$ cat config.mk
export PLATFORM = sky130hd
export DESIGN_NAME = completion_collector
export DESIGN_NICKNAME = d
export VERILOG_FILES = /design/src/rtl/completion_collector.sv
export SDC_FILE = /design/constraint.sdc
export NUM_CORES = 1
export LEC_CHECK = 0
export ABC_AREA = 1
export CORE_MARGIN = 4
export CORE_UTILIZATION = 55
export DETAILED_ROUTE_END_ITERATION = 12
export GPL_TIMING_DRIVEN = 0
export PLACE_DENSITY = 0.74
export SYNTH_ARGS = -nofsm -noshare
export SYNTH_HDL_FRONTEND = slang
export SYNTH_SLANG_ARGS = --single-unit
export TNS_END_PERCENT = 30
$ cat constraint.sdc
create_clock -name iClock -period 5.8 [get_ports iClock]
set_input_delay 1.16 -clock iClock [delete_from_list [all_inputs] [get_ports iClock]]
set_output_delay 1.16 -clock iClock [all_outputs]
set_load 0.02 [all_outputs]
$ cat src/rtl/completion_collector.sv
// completion_collector: filters completion packets by ThisID and queues their beats in a FWFT FIFO.
// Optional build macro CPL_OPCODE_CHECK_EN also requires iSrcOpcode == CplOpcode to collect a packet.
module completion_collector #(
  parameter int AddressWidth = 32,
  parameter int DataWidth = 32,
  parameter int InnerIFLengthWidth = 16,
  parameter int ThisID = 1,
  parameter int FifoDepthLog2 = 4,
  parameter logic [5:0] CplOpcode = 6'b000001
) (
  input  logic                          iClock,
  input  logic                          iReset,
  input  logic [5:0]                    iSrcOpcode,
  input  logic [4:0]                    iSrcTargetID,
  input  logic [4:0]                    iSrcSourceID,
  input  logic [AddressWidth-1:0]       iSrcAddress,
  input  logic [InnerIFLengthWidth-1:0] iSrcLength,
  input  logic                          iSrcCmdValid,
  output logic                          oSrcCmdReady,
  input  logic [DataWidth-1:0]          iSrcWriteData,
  input  logic                          iSrcWriteValid,
  input  logic                          iSrcWriteLast,
  output logic                          oSrcWriteReady,
  output logic [DataWidth-1:0]          oCplData,
  output logic [4:0]                    oCplSourceID,
  output logic                          oCplLast,
  output logic                          oCplValid,
  input  logic                          iCplReady,
  output logic [FifoDepthLog2:0]        oCplCount,
  output logic                          oLengthError
);
  localparam int Depth = 1 << FifoDepthLog2;
  localparam int EntryWidth = DataWidth + 6;
  typedef enum logic [1:0] {IDLE, DATA, DROP} stateType;
  stateType state;
  logic [InnerIFLengthWidth-1:0] beatCounter;
  logic [4:0] sourceId;
  logic [EntryWidth-1:0] fifoMem [Depth];
  logic [FifoDepthLog2-1:0] wrPtr, rdPtr;
  logic [FifoDepthLog2:0] count;
  logic fifoFull, beatFire, lastCount, endFlag, endBeat, push, pop, targetHit;
  logic unusedBits;
  assign unusedBits = ^{iSrcAddress, iSrcOpcode};
`ifdef CPL_OPCODE_CHECK_EN
  assign targetHit = (iSrcTargetID == 5'(ThisID)) && (iSrcOpcode == CplOpcode);
`else
  assign targetHit = iSrcTargetID == 5'(ThisID);
`endif
  assign fifoFull = count == (FifoDepthLog2+1)'(Depth);
  assign oSrcCmdReady = state == IDLE;
  assign oSrcWriteReady = (state == DATA) ? !fifoFull : (state == DROP);
  assign beatFire = iSrcWriteValid && oSrcWriteReady;
  assign lastCount = beatCounter == InnerIFLengthWidth'(1);
  assign endFlag = lastCount || iSrcWriteLast;
  assign endBeat = beatFire && endFlag;
  assign push = beatFire && (state == DATA);
  assign pop = oCplValid && iCplReady;
  assign oCplValid = count != '0;
  assign oCplCount = count;
  assign {oCplLast, oCplSourceID, oCplData} = fifoMem[rdPtr];
  always_ff @(posedge iClock or posedge iReset) begin
    if (iReset) begin
      state <= IDLE;
      beatCounter <= '0;
      sourceId <= '0;
      oLengthError <= 1'b0;
    end else begin
      // a mismatch is only flagged when exactly one of the two end conditions caused the end
      oLengthError <= endBeat && (lastCount != iSrcWriteLast);
      if (state == IDLE && iSrcCmdValid) begin
        sourceId <= iSrcSourceID;
        beatCounter <= (iSrcLength == '0) ? InnerIFLengthWidth'(1) : iSrcLength;
        state <= targetHit ? DATA : DROP;
      end else if (beatFire) begin
        beatCounter <= beatCounter - InnerIFLengthWidth'(1);
        if (endFlag) state <= IDLE;
      end
    end
  end
  always_ff @(posedge iClock or posedge iReset) begin
    if (iReset) begin
      wrPtr <= '0;
      rdPtr <= '0;
      count <= '0;
    end else begin
      if (push) wrPtr <= wrPtr + 1'b1;
      if (pop) rdPtr <= rdPtr + 1'b1;
      count <= count + (FifoDepthLog2+1)'(push) - (FifoDepthLog2+1)'(pop);
    end
  end
  always_ff @(posedge iClock) begin
    if (push) fifoMem[wrPtr] <= {endFlag, sourceId, iSrcWriteData};
  end
endmodule
Word-level counts from Yosys, hierarchy flattened --
Memories as Yosys holds them, arrays and structs flattened. Cells that the tools add are included.
Word-level totals: input bits 102, logic and storage cells 43, bits in writable memories 608, memories 1, bits in registers 37, output and inout port bits 47
Operators by class: add/sub/neg operators 5, reductions and logical operators 14, muxes and demuxes 10, equality and inequality tests 6
Memory list:
- fifoMem | depth 16, width 38, rd ports 1, clocked after Yosys merged registers in 0, write ports 1, RTL line 38 | logic [EntryWidth-1:0] fifoMem [Depth];
Operators with widths (count):
- 16-bit 2-to-1 mux | 3
- 16-bit by 1-bit equality test with 1-bit output (second input constant) | 1
- 16-bit logical NOT | 1
- 16-bit by 1-bit subtractor with 16-bit output (second input constant) | 1
- 4-bit by 1-bit adder with 4-bit output (second input constant) | 2
- 2-bit 2-to-1 mux | 4
- 1-bit logical AND | 6
- 5-bit by 1-bit adder with 5-bit output | 1
- 5-bit by 1-bit equality test with 1-bit output (second input constant) | 1
- 5-bit equality test (second input constant) | 1
- 5-bit nonzero test | 1
- 5-bit by 1-bit subtractor with 5-bit output | 1
- 2-bit nonzero test | 2
- 1-bit 2-to-1 mux | 3
- 2-bit by 1-bit equality test with 1-bit output (second input constant) | 1
- 2-bit equality test (second input constant) | 1
- 2-bit logical NOT | 1
- 2-bit AND reduction | 1
- 1-bit logical NOT | 1
- 1-bit logical OR | 1
- 1-bit inequality test | 1

Depth between registers and ports, before layout --
depth in word-level cells 7, depth in mapped cells 14, depth with buffers taken out 14

Worst setup path before layout --
OpenSTA, ideal clock, no wires.
path kind input-to-reg, start input iSrcWriteValid, end memory fifoMem[11][0] (netlist bit), enable pin, required time 5.319 ns, setup time 0.481 ns, data arrival time 4.146 ns, stages 4, setup slack 1.173 ns, buffers on the path 0, cell sequence inv_1 > nor2_4 > nand2_1 > nor3_1
On the way: cells in the longest elaborated chain, start to end 4
Ends and longest elaborated chain:
- from (decl) | RTL line 21 | input logic iSrcWriteValid,
- 1-bit logical AND | RTL line 52 | assign beatFire = iSrcWriteValid && oSrcWriteReady;
- 1-bit logical AND | RTL line 56 | assign push = beatFire && (state == DATA);
- 1-bit 2-to-1 mux | RTL line 92 | if (push) fifoMem[wrPtr] <= {endFlag, sourceId, iSrcWriteData};
- 1-bit 2-to-1 mux (not written as such) | RTL line 92
- to (decl) | RTL line 38
No other way between the ends.

Final worst setup path --
start register rdPtr[3], end output oCplSourceID[0]
On the way: cells in the longest elaborated chain, start to end 1
Ends and longest elaborated chain:
- from (decl) | RTL line 39 | logic [FifoDepthLog2-1:0] wrPtr, rdPtr;
- from (signal assigned) | RTL line 87 | if (pop) rdPtr <= rdPtr + 1'b1;
- memory read 16 x 38 bit
- to (decl) | RTL line 25 | output logic [4:0] oCplSourceID,
No other way between the ends.

==> results.sh <==
export IMPL_status="finished clean"
export IMPL_fill_cells=3442
export IMPL_clkSlewWorstSetupHoldPaths_ns=0.07
export IMPL_cts_sinks=645
export IMPL_setup_slack_ns=0.990
export IMPL_root_buffer="clkbuf_16"
export IMPL_avgViaCountPerCell=6.21
export IMPL_num_rows=80
export IMPL_start_kind="flip-flop"
export IMPL_ir_drop_mv=0.316
export IMPL_end_kind="output port"
export IMPL_start_util_pct=55.5
export IMPL_finalSetupViolations=0
export IMPL_relSlewSlack_pct=21.2
export IMPL_criticalPathCategory="reg2out"
export IMPL_yosys_area_share_simple_pct=11.7
export IMPL_layout_common_cells="608 x edfxtp_1, 499 x nor2_1, 278 x o21ai_0"
export IMPL_tritoncts="yes"
export IMPL_htree_levels=2
export IMPL_grt_pass1_wl_um=112000
export IMPL_grt_pass1_vias=18300
export IMPL_syn_to_final_growth_pct=16.8
export IMPL_clk_path_buf_depth=3
export IMPL_synth_cell_types=36
export IMPL_async_flop_share_pct=5.74
export IMPL_multi_input_area_um2=6320
export IMPL_syn_avg_cell_area_um2=12.5
export IMPL_synth_seq_area_share_pct=72.5
export IMPL_hold_viol=0
export IMPL_nNetsFinal=2440
export IMPL_dp_hpwl_um=49500
export IMPL_synth_edf_count=608
export IMPL_antenna_found_initial=1
export IMPL_ys_flop_type="edfxtp_1"
export IMPL_muxShareOfSynthArea_pct=0
export IMPL_ioPinCount=149
export IMPL_synthXorXnorAreaFrac_pct=0.298
export IMPL_path_max_fanout=10
export IMPL_die_area_um2=51700
export IMPL_drive_gt1_share_pct=9.57
export IMPL_cts_setup_buffers=0
export IMPL_vias=18500
export IMPL_clock_latency_ns=0.63
export IMPL_drt_pass1_iter_count=6
export IMPL_portBuffers=110
export IMPL_drv_cap=0
export IMPL_seqCellArea_um2=19200
export IMPL_dp_slack_ns=1.69
export IMPL_final_util_pct=64.8
export IMPL_power_leakage_nw=10.5
export IMPL_cp_required_ns=4.64
export IMPL_design_core_area_um2=47600
export IMPL_tightest_slew_ns=1.18
export IMPL_fin_crit_ns=4.81
export IMPL_fmax_mhz=208
export IMPL_power_density_nw_per_um2=511
export IMPL_cts_buffers=60
export IMPL_grt_use_total_pct=29.7
export IMPL_antenna_left=0
export IMPL_cts_resized=0
export IMPL_drv_slew=0
export IMPL_gp_congestion=0.884
export IMPL_wire_per_inst_um=25.8
export IMPL_drc=0
export IMPL_rsz0062_at_grt="no"
export IMPL_grt_start_max_net_pins=38
export IMPL_hp_class="reg2reg"
export IMPL_syn_instance_count=2122
export IMPL_synth_top_family_by_area="simple AND/OR/NAND/NOR gates"
export IMPL_arrival_ns=3.65
export IMPL_synth_fa_ha_area_share_pct=0.738
export IMPL_die_x_um=227
export IMPL_synth_warning_count=0
export IMPL_syn_nets=2239
export IMPL_period_share_pct=82.9
export IMPL_skew_ns=0.0193
export IMPL_die_y_um=227
export IMPL_grt_overflow_total=0
export IMPL_ys_seq_elements=645
export IMPL_hold_buffers=0
export IMPL_syn_area_um2=26500
export IMPL_wirelength_um=77100
export IMPL_drtIter0Drc=2424
export IMPL_layout_commonest_cell="edfxtp_1"
export IMPL_synth_compound_area_share_pct=10.7
-- where the power goes --
group | internal, W | leakage [nW] | switching (W)
Combinational | 0.00211 | 3.64 | 0.00438
Clock | 0.00213 | 0.921 | 0.00167
Sequential | 0.00531 | 5.92 | 0.000181
Total | 0.00955 | 10.5 | 0.00623
-- per-stage QoR --
step	setup TNS, ns	area, um^2	hold slack, ns	std cells	total power (W)
floorplan	0	26500	0.471	2122	0.00924
global placement	-393.52	28300	0.491	2847	0.0117
detailed placement	0	29000	0.500	2876	0.0119
CTS	0	30900	0.518	2986	0.0157
global route	0	30900	0.563	2987	0.0164
finish	0	30900	0.516	2987	0.0158
-- state kept, by name, summed over array words and instances, names as in the netlist --
register      flops
beatCounter      16
wrPtr             4
oCplCount         5
state             2
oLengthError      1
fifoMem         608
rdPtr             4
sourceId          5
-- area by class of cell --
| cell class | instances | area share [%] |
|---|---|---|
| clock inverters | 30 | 0.749 |
| repair buffers | 139 | 5.39 |
| clock buffers | 80 | 5.37 |
| inverters | 53 | 0.668 |
| well taps | 615 | 2.49 |
| flip-flops and latches | 645 | 62.1 |
| plain buffers | 131 | 2.77 |
| multi-input cells | 1293 | 20.5 |
| diodes | 1 | 0.00810 |
-- Yosys cell counts (2+ instances only) --
cell type	count	share of area, %
o21ai_0	278	5.3
buf_1	6	0.085
nand2_1	148	2.1
dfrtp_1	37	3.5
ha_1	14	0.66
inv_1	48	0.68
nand4_1	3	0.071
nand2_2	2	0.047
o21ai_1	56	1.1
clkbuf_2	8	0.15
buf_2	37	0.70
nor2_1	513	7.3
a21oi_1	5	0.095
nand3_1	99	1.9
buf_12	2	0.15
clkbuf_1	35	0.50
xor2_1	8	0.26
inv_2	2	0.028
o211ai_1	152	4.3
buf_6	28	1.2
buf_4	14	0.40
edfxtp_1	608	69
nor3_1	5	0.095
nand3b_1	2	0.057
-- critical path: stages, from the launching register on --
cell and delay, ns:
dfrtp_1 0.40, inv_1 0.08, clkbuf_1 0.61, clkbuf_1 0.94, nand3_1 0.22, nand2_1 0.15, clkdlybuf4s50_1 0.62
-- logic make-up after synthesis --
family,count (synthesis)
AND/OR/NAND/NOR,778
AO/OA/AOI/OAI,491
XOR/XNOR,9
flip-flops,645
adder cells (fa/ha/maj),15
buffers and inverters,184
-- path summary, 6_finish.rpt --
path | from | to | slack (ns) | cells after the start
min | beatCounter[15] | beatCounter[15] | 0.52 | 2
min reg2reg | beatCounter[15] | beatCounter[15] | 0.52 | 2
min in group asynchronous | iReset | oCplCount[2] | 1.04 | 2
max | rdPtr[3] | oCplSourceID[0] | 0.99 | 6
max in group asynchronous | iReset | beatCounter[14] | 4.20 | 2
max reg2reg | oCplCount[3] | fifoMem[11][23] | 2.68 | 11
-- layer usage --
layer  wire length [um]  track usage [%]  part of all wire, %
met3               9700             7.18                   13
met1              27900             39.2                   36
met5                  0                0                    0
met2              35900             47.7                   47
met4               3520             13.3                  4.6
Power figures use the tool's default switching activity.
